$ cat config.mk
export PLATFORM = sky130hd
export DESIGN_NAME = obi_mem_arbiter_flat
export DESIGN_NICKNAME = d
export VERILOG_FILES = /design/src/rtl/obi_mem_arbiter_if.sv /design/src/rtl/obi_mem_arbiter.sv /design/src/flat_wrapper.sv
export SDC_FILE = /design/constraint.sdc
export NUM_CORES = 1
export LEC_CHECK = 0
export BUFFER_PORTS_ARGS = -buffer_cell sky130_fd_sc_hd__buf_4
export CAP_MARGIN = 5
export CORE_AREA = 2 2 122 124
export DETAILED_ROUTE_END_ITERATION = 10
export DIE_AREA = 0 0 124 126
export SLEW_MARGIN = 20
export SYNTH_ARGS = -nofsm -noshare
export SYNTH_HDL_FRONTEND = slang
export SYNTH_SLANG_ARGS = --single-unit
$ cat constraint.sdc
create_clock -name clk_i -period 2.5 [get_ports clk_i]
set_input_delay 0.375 -clock clk_i [delete_from_list [all_inputs] [get_ports clk_i]]
set_output_delay 0.375 -clock clk_i [all_outputs]
set_load 0.005 [all_outputs]
$ cat src/rtl/obi_mem_arbiter_if.sv
// ---------------------------------------------------------------------------
// obi_mem_arbiter_if
// Bus bundle for the two-requester OBI memory arbiter.
//   p0_*  : fabric-controller core data port (requester side)
//   p1_*  : DMA / uDMA port (requester side)
//   m_*   : shared downstream memory port
// Modports:
//   slave  : arbiter view (requests in, grants/responses out, memory port out)
//   master : environment view (drives requests and the memory responses)
// ---------------------------------------------------------------------------
interface obi_mem_arbiter_if #(
    parameter int unsigned ADDR_W = 32,
    parameter int unsigned DATA_W = 32
);
    localparam int unsigned BE_W = DATA_W / 8;

    logic              p0_req_i;
    logic              p0_gnt_o;
    logic [ADDR_W-1:0] p0_addr_i;
    logic              p0_we_i;
    logic [BE_W-1:0]   p0_be_i;
    logic [DATA_W-1:0] p0_wdata_i;
    logic              p0_rvalid_o;
    logic [DATA_W-1:0] p0_rdata_o;

    logic              p1_req_i;
    logic              p1_gnt_o;
    logic [ADDR_W-1:0] p1_addr_i;
    logic              p1_we_i;
    logic [BE_W-1:0]   p1_be_i;
    logic [DATA_W-1:0] p1_wdata_i;
    logic              p1_rvalid_o;
    logic [DATA_W-1:0] p1_rdata_o;

    logic              m_req_o;
    logic              m_gnt_i;
    logic [ADDR_W-1:0] m_addr_o;
    logic              m_we_o;
    logic [BE_W-1:0]   m_be_o;
    logic [DATA_W-1:0] m_wdata_o;
    logic              m_rvalid_i;
    logic [DATA_W-1:0] m_rdata_i;

    modport slave (
        input  p0_req_i, p0_addr_i, p0_we_i, p0_be_i, p0_wdata_i,
        output p0_gnt_o, p0_rvalid_o, p0_rdata_o,
        input  p1_req_i, p1_addr_i, p1_we_i, p1_be_i, p1_wdata_i,
        output p1_gnt_o, p1_rvalid_o, p1_rdata_o,
        output m_req_o, m_addr_o, m_we_o, m_be_o, m_wdata_o,
        input  m_gnt_i, m_rvalid_i, m_rdata_i
    );

    modport master (
        output p0_req_i, p0_addr_i, p0_we_i, p0_be_i, p0_wdata_i,
        input  p0_gnt_o, p0_rvalid_o, p0_rdata_o,
        output p1_req_i, p1_addr_i, p1_we_i, p1_be_i, p1_wdata_i,
        input  p1_gnt_o, p1_rvalid_o, p1_rdata_o,
        input  m_req_o, m_addr_o, m_we_o, m_be_o, m_wdata_o,
        output m_gnt_i, m_rvalid_i, m_rdata_i
    );
endinterface

$ cat src/rtl/obi_mem_arbiter.sv
// ---------------------------------------------------------------------------
// obi_mem_arbiter
// Shares one OBI data-memory port between the FC core (port 0) and the
// DMA (port 1). Round-robin arbitration, a request that was presented but
// not granted stays locked until granted, at most MAX_OUT transactions in
// flight, responses routed back through an in-order owner FIFO.
//
// Optional build macro OBI_ARB_TDMA_EN: fixed time slots of SLOT_LEN cycles
// alternate between the ports, so one port's grant timing never depends on
// the other port's traffic.
//
// Ports:
//   clk_i  : clock
//   rst_ni : asynchronous active-low reset
//   bus    : obi_mem_arbiter_if.slave (requester ports p0/p1, memory port m)
//   err_o  : sticky, response arrived with no transaction outstanding
// ---------------------------------------------------------------------------
module obi_mem_arbiter #(
    parameter int unsigned ADDR_W   = 32,
    parameter int unsigned DATA_W   = 32,
    parameter int unsigned MAX_OUT  = 2,
    parameter int unsigned SLOT_LEN = 4
) (
    input  logic              clk_i,
    input  logic              rst_ni,
    obi_mem_arbiter_if.slave  bus,
    output logic              err_o
);
    localparam int unsigned BE_W  = DATA_W / 8;
    localparam int unsigned CNT_W = $clog2(MAX_OUT + 1);
    localparam int unsigned PTR_W = (MAX_OUT > 1) ? $clog2(MAX_OUT) : 1;
    localparam logic [CNT_W-1:0] MAX_CNT  = CNT_W'(MAX_OUT);
    localparam logic [PTR_W-1:0] LAST_PTR = PTR_W'(MAX_OUT - 1);

    if (MAX_OUT < 1 || MAX_OUT > 4 || SLOT_LEN < 2) begin : g_param_check
        $error("obi_mem_arbiter: MAX_OUT must be 1..4 and SLOT_LEN >= 2");
    end

    typedef enum logic [1:0] {IDLE, LOCK0, LOCK1} state_t;

    state_t             r_state;
    state_t             w_state_next;
    logic [MAX_OUT-1:0] r_owner;
    logic [PTR_W-1:0]   r_wptr;
    logic [PTR_W-1:0]   r_rptr;
    logic [CNT_W-1:0]   r_cnt;
    logic               r_err;

    logic               w_idle_sel_valid;
    logic               w_idle_sel_port;
    logic               w_sel_valid;
    logic               w_sel_port;
    logic               w_req;
    logic               w_hs;
    logic               w_pop;
    logic               w_head;
    logic [ADDR_W-1:0]  w_addr;
    logic               w_we;
    logic [BE_W-1:0]    w_be;
    logic [DATA_W-1:0]  w_wdata;

`ifdef OBI_ARB_TDMA_EN
    localparam int unsigned SLOT_W = $clog2(SLOT_LEN);
    localparam logic [SLOT_W-1:0] SLOT_LAST = SLOT_W'(SLOT_LEN - 1);

    logic [SLOT_W-1:0] r_slot_cnt;
    logic              r_slot_owner;

    // Free-running slot timer; ownership flips on every wrap regardless of
    // traffic, which is what makes the grant timing traffic-independent.
    always_ff @(posedge clk_i or negedge rst_ni) begin
        if (!rst_ni) begin
            r_slot_cnt   <= '0;
            r_slot_owner <= 1'b0;
        end else if (r_slot_cnt == SLOT_LAST) begin
            r_slot_cnt   <= '0;
            r_slot_owner <= ~r_slot_owner;
        end else begin
            r_slot_cnt   <= r_slot_cnt + 1'b1;
        end
    end

    // Unlocked choice: only the slot owner may be picked.
    always_comb begin
        w_idle_sel_port  = r_slot_owner;
        w_idle_sel_valid = r_slot_owner ? bus.p1_req_i : bus.p0_req_i;
    end
`else
    logic r_rr;

    // Round-robin pointer moves to the other port after every grant.
    always_ff @(posedge clk_i or negedge rst_ni) begin
        if (!rst_ni) begin
            r_rr <= 1'b0;
        end else if (w_hs) begin
            r_rr <= ~w_sel_port;
        end
    end

    // Unlocked choice: the pointer breaks ties, a lone requester always wins.
    always_comb begin
        w_idle_sel_valid = bus.p0_req_i | bus.p1_req_i;
        w_idle_sel_port  = 1'b0;
        if (bus.p0_req_i && bus.p1_req_i) begin
            w_idle_sel_port = r_rr;
        end else if (bus.p1_req_i) begin
            w_idle_sel_port = 1'b1;
        end
    end
`endif

    // Selection and lock FSM. A presented-but-ungranted request locks the
    // selection so the downstream fields stay stable until the grant. When
    // the outstanding budget is exhausted nothing is presented, so the lock
    // state is simply held.
    always_comb begin
        w_sel_valid  = w_idle_sel_valid;
        w_sel_port   = w_idle_sel_port;
        unique case (r_state)
            LOCK0: begin
                w_sel_valid = bus.p0_req_i;
                w_sel_port  = 1'b0;
            end
            LOCK1: begin
                w_sel_valid = bus.p1_req_i;
                w_sel_port  = 1'b1;
            end
            default: ;
        endcase

        w_req = w_sel_valid && (r_cnt < MAX_CNT);
        w_hs  = w_req && bus.m_gnt_i;

        w_state_next = r_state;
        if (w_hs) begin
            w_state_next = IDLE;
        end else if (w_req) begin
            w_state_next = w_sel_port ? LOCK1 : LOCK0;
        end else if (!w_sel_valid) begin
            w_state_next = IDLE;
        end
    end

    // Request field mux; all zero when no port is selected.
    always_comb begin
        w_addr  = '0;
        w_we    = 1'b0;
        w_be    = '0;
        w_wdata = '0;
        if (w_sel_valid) begin
            if (w_sel_port) begin
                w_addr  = bus.p1_addr_i;
                w_we    = bus.p1_we_i;
                w_be    = bus.p1_be_i;
                w_wdata = bus.p1_wdata_i;
            end else begin
                w_addr  = bus.p0_addr_i;
                w_we    = bus.p0_we_i;
                w_be    = bus.p0_be_i;
                w_wdata = bus.p0_wdata_i;
            end
        end
    end

    // A response with nothing outstanding is not routed anywhere.
    assign w_pop  = bus.m_rvalid_i && (r_cnt != '0);
    assign w_head = r_owner[r_rptr];

    assign bus.m_req_o     = w_req;
    assign bus.m_addr_o    = w_addr;
    assign bus.m_we_o      = w_we;
    assign bus.m_be_o      = w_be;
    assign bus.m_wdata_o   = w_wdata;
    assign bus.p0_gnt_o    = w_hs && !w_sel_port;
    assign bus.p1_gnt_o    = w_hs && w_sel_port;
    assign bus.p0_rvalid_o = w_pop && !w_head;
    assign bus.p1_rvalid_o = w_pop && w_head;
    assign bus.p0_rdata_o  = (w_pop && !w_head) ? bus.m_rdata_i : '0;
    assign bus.p1_rdata_o  = (w_pop && w_head) ? bus.m_rdata_i : '0;
    assign err_o           = r_err;

    // State register, owner FIFO (ring of port ids) and outstanding count.
    always_ff @(posedge clk_i or negedge rst_ni) begin
        if (!rst_ni) begin
            r_state <= IDLE;
            r_owner <= '0;
            r_wptr  <= '0;
            r_rptr  <= '0;
            r_cnt   <= '0;
            r_err   <= 1'b0;
        end else begin
            r_state <= w_state_next;
            if (w_hs) begin
                r_owner[r_wptr] <= w_sel_port;
                r_wptr <= (r_wptr == LAST_PTR) ? '0 : r_wptr + 1'b1;
            end
            if (w_pop) begin
                r_rptr <= (r_rptr == LAST_PTR) ? '0 : r_rptr + 1'b1;
            end
            if (w_hs && !w_pop) begin
                r_cnt <= r_cnt + 1'b1;
            end else if (!w_hs && w_pop) begin
                r_cnt <= r_cnt - 1'b1;
            end
            if (bus.m_rvalid_i && (r_cnt == '0)) begin
                r_err <= 1'b1;
            end
        end
    end
endmodule

$ cat src/flat_wrapper.sv
// flat-port wrapper written by rule: the top's interface ports become plain ports
module obi_mem_arbiter_flat 
#(
    parameter int unsigned ADDR_W   = 32,
    parameter int unsigned DATA_W   = 32,
    parameter int unsigned MAX_OUT  = 2,
    parameter int unsigned SLOT_LEN = 4
)
  (clk_i, rst_ni, err_o, bus_p0_req_i, bus_p0_addr_i, bus_p0_we_i, bus_p0_be_i, bus_p0_wdata_i, bus_p0_gnt_o, bus_p0_rvalid_o, bus_p0_rdata_o, bus_p1_req_i, bus_p1_addr_i, bus_p1_we_i, bus_p1_be_i, bus_p1_wdata_i, bus_p1_gnt_o, bus_p1_rvalid_o, bus_p1_rdata_o, bus_m_req_o, bus_m_addr_o, bus_m_we_o, bus_m_be_o, bus_m_wdata_o, bus_m_gnt_i, bus_m_rvalid_i, bus_m_rdata_i);
  obi_mem_arbiter_if #(.ADDR_W(ADDR_W), .DATA_W(DATA_W)) bus_i ();
  input  logic clk_i;
  input  logic rst_ni;
  output logic err_o;
  input wire logic [$bits(bus_i.p0_req_i)-1:0] bus_p0_req_i;
  input wire logic [$bits(bus_i.p0_addr_i)-1:0] bus_p0_addr_i;
  input wire logic [$bits(bus_i.p0_we_i)-1:0] bus_p0_we_i;
  input wire logic [$bits(bus_i.p0_be_i)-1:0] bus_p0_be_i;
  input wire logic [$bits(bus_i.p0_wdata_i)-1:0] bus_p0_wdata_i;
  output wire logic [$bits(bus_i.p0_gnt_o)-1:0] bus_p0_gnt_o;
  output wire logic [$bits(bus_i.p0_rvalid_o)-1:0] bus_p0_rvalid_o;
  output wire logic [$bits(bus_i.p0_rdata_o)-1:0] bus_p0_rdata_o;
  input wire logic [$bits(bus_i.p1_req_i)-1:0] bus_p1_req_i;
  input wire logic [$bits(bus_i.p1_addr_i)-1:0] bus_p1_addr_i;
  input wire logic [$bits(bus_i.p1_we_i)-1:0] bus_p1_we_i;
  input wire logic [$bits(bus_i.p1_be_i)-1:0] bus_p1_be_i;
  input wire logic [$bits(bus_i.p1_wdata_i)-1:0] bus_p1_wdata_i;
  output wire logic [$bits(bus_i.p1_gnt_o)-1:0] bus_p1_gnt_o;
  output wire logic [$bits(bus_i.p1_rvalid_o)-1:0] bus_p1_rvalid_o;
  output wire logic [$bits(bus_i.p1_rdata_o)-1:0] bus_p1_rdata_o;
  output wire logic [$bits(bus_i.m_req_o)-1:0] bus_m_req_o;
  output wire logic [$bits(bus_i.m_addr_o)-1:0] bus_m_addr_o;
  output wire logic [$bits(bus_i.m_we_o)-1:0] bus_m_we_o;
  output wire logic [$bits(bus_i.m_be_o)-1:0] bus_m_be_o;
  output wire logic [$bits(bus_i.m_wdata_o)-1:0] bus_m_wdata_o;
  input wire logic [$bits(bus_i.m_gnt_i)-1:0] bus_m_gnt_i;
  input wire logic [$bits(bus_i.m_rvalid_i)-1:0] bus_m_rvalid_i;
  input wire logic [$bits(bus_i.m_rdata_i)-1:0] bus_m_rdata_i;
  assign bus_i.p0_req_i = bus_p0_req_i;
  assign bus_i.p0_addr_i = bus_p0_addr_i;
  assign bus_i.p0_we_i = bus_p0_we_i;
  assign bus_i.p0_be_i = bus_p0_be_i;
  assign bus_i.p0_wdata_i = bus_p0_wdata_i;
  assign bus_p0_gnt_o = bus_i.p0_gnt_o;
  assign bus_p0_rvalid_o = bus_i.p0_rvalid_o;
  assign bus_p0_rdata_o = bus_i.p0_rdata_o;
  assign bus_i.p1_req_i = bus_p1_req_i;
  assign bus_i.p1_addr_i = bus_p1_addr_i;
  assign bus_i.p1_we_i = bus_p1_we_i;
  assign bus_i.p1_be_i = bus_p1_be_i;
  assign bus_i.p1_wdata_i = bus_p1_wdata_i;
  assign bus_p1_gnt_o = bus_i.p1_gnt_o;
  assign bus_p1_rvalid_o = bus_i.p1_rvalid_o;
  assign bus_p1_rdata_o = bus_i.p1_rdata_o;
  assign bus_m_req_o = bus_i.m_req_o;
  assign bus_m_addr_o = bus_i.m_addr_o;
  assign bus_m_we_o = bus_i.m_we_o;
  assign bus_m_be_o = bus_i.m_be_o;
  assign bus_m_wdata_o = bus_i.m_wdata_o;
  assign bus_i.m_gnt_i = bus_m_gnt_i;
  assign bus_i.m_rvalid_i = bus_m_rvalid_i;
  assign bus_i.m_rdata_i = bus_m_rdata_i;
  obi_mem_arbiter #(.ADDR_W(ADDR_W), .DATA_W(DATA_W), .MAX_OUT(MAX_OUT), .SLOT_LEN(SLOT_LEN)) u_core (.clk_i(clk_i), .rst_ni(rst_ni), .bus(bus_i), .err_o(err_o));
endmodule
# ---- After elaboration in Yosys (flattened, before gate mapping)
# Cells that the tools add are included.
dict set report totals {
  reg_bits 10
  in_bits 176
  out_inout_bits 139
  elab_cells 66
}
dict set report classes {
  add_sub_neg 4
  order_cmp 4
  eq_ne 3
  n_mux 27
  bitwise 2
  n_reduce_logical 19
}
# operator n
set op_table {}
lappend op_table {{$mux 32} 6}
lappend op_table {{$logic_and 1x1->1} 12}
lappend op_table {{$mux 2} 6}
lappend op_table {{$mux 1} 9}
lappend op_table {{$mux 4} 2}
lappend op_table {{$logic_not 1->1} 4}
lappend op_table {{$lt 1x2->1 const B} 2}
lappend op_table {{$pmux 1 s2} 2}
lappend op_table {{$reduce_bool 2->1} 2}
lappend op_table {{$ne 3x3->1 const B} 1}
lappend op_table {{$add 1x1->1 const B} 2}
lappend op_table {{$add 2x1->2 const B} 1}
lappend op_table {{$bwmux 2} 1}
lappend op_table {{$eq 2x1->1 const B} 1}
lappend op_table {{$eq 2x2->1 const B} 1}
lappend op_table {{$logic_not 2->1} 1}
lappend op_table {{$lt 2x2->1 const B} 1}
lappend op_table {{$sub 2x1->2 const B} 1}
lappend op_table {{$demux 1 s1} 1}
lappend op_table {{$ge 1x1->1 const B} 1}
lappend op_table {{$not 1->1} 1}
lappend op_table {{$or 1x1->1} 1}

# ---- Logic depth before layout (Yosys ltp)
dict set report logic_depth {
  depth_word 8
  depth_mapped 8
}

# ---- Worst setup path after synthesis
# No wires, ideal clock.
dict set report synth_path {
  kind {reg2out}
  from {register u_core.r_state[0]}
  to {output bus_m_addr_o[16]}
  arrival_ps 1570
  setup_slack_ps 555
  path_stages_with_launch 9
  cell_sequence {dfrtp_1 -> inv_1 -> ha_1 -> o21a_1 -> buf_6 -> buf_12 -> clkbuf_2 -> o21ai_0 -> mux2i_1}
}
dict set report synth_between {
  elab_chain_len 4
  elab_cells_between_ends 6
}
# item line
set synth_lines {}
lappend synth_lines {{start, declared} obi_mem_arbiter.sv:41} ;# state_t r_state;
lappend synth_lines {{start signal, assigned} obi_mem_arbiter.sv:192} ;# r_state <= w_state_next;
lappend synth_lines {{$eq 2x2->1 or $eq 2x1->1 (tied branches)} obi_mem_arbiter.sv:119} ;# unique case (r_state)
lappend synth_lines {{$pmux 1 s2} obi_mem_arbiter.sv:119}
lappend synth_lines {{$mux 32} obi_mem_arbiter.sv:151} ;# if (w_sel_port) begin
lappend synth_lines {{$mux 32 (*)} obi_mem_arbiter.sv:150} ;# if (w_sel_valid) begin
lappend synth_lines {{end, declared} flat_wrapper.sv:31} ;# output wire logic [$bits(bus_i.m_addr_o)-1:0] bus_m_addr_o;
# Every way passes the cells marked *; elsewhere a longest branch is shown, timed or not.

# ---- Worst setup path after layout
dict set report layout_path {
  from {register u_core.r_state[0]}
  to {output bus_m_wdata_o[21]}
}
dict set report layout_between {
  elab_chain_len 4
  elab_cells_between_ends 6
}
# item line
set layout_lines {}
lappend layout_lines {{$eq 2x2->1 or $eq 2x1->1 (tied branches)} obi_mem_arbiter.sv:119}
lappend layout_lines {{$pmux 1 s2} obi_mem_arbiter.sv:119}
lappend layout_lines {{$mux 32} obi_mem_arbiter.sv:151}
lappend layout_lines {{$mux 32 (*)} obi_mem_arbiter.sv:150}
lappend layout_lines {{end, declared} flat_wrapper.sv:34} ;# output wire logic [$bits(bus_i.m_wdata_o)-1:0] bus_m_wdata_o;
# Marks and branches as above.

==> flow_summary.toml <==
[worst_setup_path]
critPathCapture = "bus_m_wdata_o[21]"
cp.depth = 7
crit_family = "compound AO/OA/AOI/OAI gates"
cp_max_fo = 12
worstPathCellList = "buf_4 > ha_1 > o21a_4 > buf_4 > o21ai_0 > mux2i_1 > buf_4"
cpPeakStageDelay_ps = 370
cp.arrival_ps = 2010
cp_slowest_cell = "dfrtp_1"
worstRegToRegCells = 6
setup.worst_path.start_class = "flop"
cp.required_ps = 2120
endpoint_kind = "output pin"
critical_path.most_common_cell = "buf_4"
r2r_start = "u_core.r_state[0]$_DFFE_PN0P_"
crit_type = "flop to output pin"
r2r-end = "u_core.r_rr$_DFFE_PN0P_"
r2r_setup_slack_ps = 580
crit_start = "u_core.r_state[0]$_DFFE_PN0P_"
cp.buffers_inverters = 3

[synth]
yosysTopAreaCell = "o21ai_0"
synth_seq_cells = 10
synth_area_leaders = "o21ai_0 (27%), mux2i_1 (26%), and2_1 (15%)"
synth_nets = 553
ys_seq_area_share_pct = 9.44
synth_area_mm2 = 0.00265
synth_warnings = 0
synth.avg_cell_area_um2 = 7.07
synth_top_cell_area_share_pct = 26.8
synth.distinct_cells = 32
synthCells = 375

[timing]
setup_violations = 0
slew_viol_final = 0
finalCritPeriodShare_pct = 95.3
fin_skew_ps = 2.28
timing.fmax_mhz = 420
max_slew_margin_pct = 75.4
worst_pin_slew_ps = 369
fin_crit_ps = 2380
hold_violations = 0
setup_ws_ps = 117

[clock_tree]
h-tree-depth = 1
clk_latency_ps = 240
clkSinkCount = 10
ctsRootBufferMaster = "clkbuf_16"
clock_path_buffers = 2
cts_tree = "yes"
cts-buffers-inserted = 3
clkTransAtPathRegs_ps = 40

[die]
die_area_mm2 = 0.0156
die_h_um = 126
die_x_um = 124
io_pins = 315
core_mm2 = 0.0143
num_rows = 44
floorplan.initialDensity_pct = 18.5

[global_route]
overflow = 0
antenna_found_initial = 0
grt_pass1_wl_um = 18300
grt_pass1_vias = 3509
grt_usage_pct = 14.5
grt_max_degree = 58

[route]
dr_total_vias = 3765
drt-total-wl_um = 12400
drcViolationCount = 0
ant_nets = 0
via_per_inst = 4.40
wl_per_cell_um = 14.5
first_pass_iters = 4
drtIter0Drc = 184

[place]
place_congestion = 0.788
numPortBuffers = 314
dpl.hpwl_um = 9240
placed_area_mm2 = 0.00520
dpl_worst_slack_ps = 140

[power]
switching_share_pct = 42.4
clockPowerShare_pct = 6.8
seq_power_share_pct = 7.0
power_leakage_uw = 0.00287
power.density_mw_per_mm2 = 770
internal_power_uw = 2410
p_sw_uw = 1770
comb_power_share_pct = 86.2
vdd_drop_max_uv = 464

[layout]
syn2layout_area_growth_pct = 105
drive_above_1_share_pct = 52.6
nets = 851
fillCellCount = 1541
antenna_cells = 0
design_area_mm2 = 0.00543

[run]
drv_cap = 0

[min_path]
hp-class = "input port to flop"

[outcome]
status = "completed"
per-stage QoR:
stage                     hold WS, ps  total power (uW)  std cells  util, %  TNS [ps]
after floorplan                  79.4              2080        375        -         0
after global placement            212              3660        840     36.3         0
after detailed placement          214              3670        840     36.3         0
after CTS                         449              4230        849     37.8         0
after global routing              477              4550        855     38.0     -4.77
final                             445              4190        855     38.0         0
registers in the layout, indices dropped and copies added (netlist names):
name / flops
u_core.err_o: 1
u_core.r_cnt: 2
u_core.r_owner: 2
u_core.r_rptr: 1
u_core.r_rr: 1
u_core.r_state: 2
u_core.r_wptr: 1
worst register-to-register path, cell delays in order, from the launching register on:
cell	delay, ps
dfrtp_1	370
buf_4	140
ha_1	280
o21a_4	320
buf_4	180
o21ai_4	180
mux2_1	340
cells by family after synthesis:
kind of cell    after synthesis  synth area share (%)
buf+inv                      50                  10.6
mux                          73                  27.7
flops                        10                  9.44
compound gates              158                  32.4
fa+ha+maj                     2                 0.944
simple gates                 80                  18.2
xor+xnor                      2                 0.661
per-layer routing:
layer / GRT usage (%) / up-vias / wire (um)
li1: - / 1918 / -
met1: 19.5 / 1701 / 5410
met2: 25.0 / 139 / 6100
met3: 2.36 / 7 / 849
met4: 1.85 / 0 / 75
met5: 0 / - / 0
layout by cell type (no fill, tap or decap), types with 2 or more instances in the layout:
cell / count
and2_1: 64
buf_12: 10
buf_4: 327
clkbuf_16: 3
dfrtp_1: 10
inv_1: 3
mux2_1: 3
mux2i_1: 69
nand2_1: 3
nand2b_1: 4
nor2_1: 5
nor2b_1: 2
o211ai_1: 3
o211ai_2: 2
o21a_4: 2
o21ai_0: 139
o21ai_1: 3
xnor2_1: 2
worst min-delay path by stage:
stage | from | to | slack [ps] | depth (start not counted)
after floorplan | rst_ni | u_core.err_o$_DFFE_PN0P_ | 80 | 0
after global placement | rst_ni | u_core.r_state[1]$_DFFE_PN0P_ | 210 | 1
after detailed placement | rst_ni | u_core.r_state[0]$_DFFE_PN0P_ | 210 | 1
after CTS | bus_m_gnt_i | u_core.r_cnt[1]$_DFFE_PN0P_ | 450 | 3
after global routing | bus_m_gnt_i | u_core.r_cnt[1]$_DFFE_PN0P_ | 480 | 3
final | bus_m_gnt_i | u_core.r_cnt[1]$_DFFE_PN0P_ | 450 | 3
power by group through the flow:
stage	registers [uW]	clock network [uW]	logic (uW)
after floorplan	263	0	1820
after global placement	292	0	3370
after detailed placement	295	0	3370
after CTS	296	288	3640
after global routing	306	298	3950
final	295	284	3610
what timing repair did:
item	4_1_cts	5_1_grt
hold endpoints to repair	10	0
hold buffers	1	0
buffers inserted	2	7
gates resized for setup	3	5
setup endpoints to repair	54	64
cloned	3	0
pin swaps	1	3
cells in the mapped netlist, drive strengths merged:
cell type  number
o21ai         143
mux2i          70
and2           64
clkbuf         26
buf            21
dfrtp          10
nor2            6
o211ai          5
nand2b          4
inv             3
mux2            3
nand2           3
o21a            3
ha              2
nor2b           2
xnor2           2
a2111oi         1
a21bo           1
a21oi           1
a311oi          1
a31oi           1
and2b           1
o211a           1
o21bai          1
layout make-up:
type                            instances  area, um2  share of cell area, %
Sequential cell                        10        250                   4.61
Timing Repair Buffer                  339       2690                   49.6
Inverter                                3       11.3                  0.207
Tap cell                              184        230                   4.24
Clock buffer                            3       75.1                   1.38
Multi-Input combinational cell        316       2170                   40.0
Note: power is estimated with default switching activity, not from simulation.
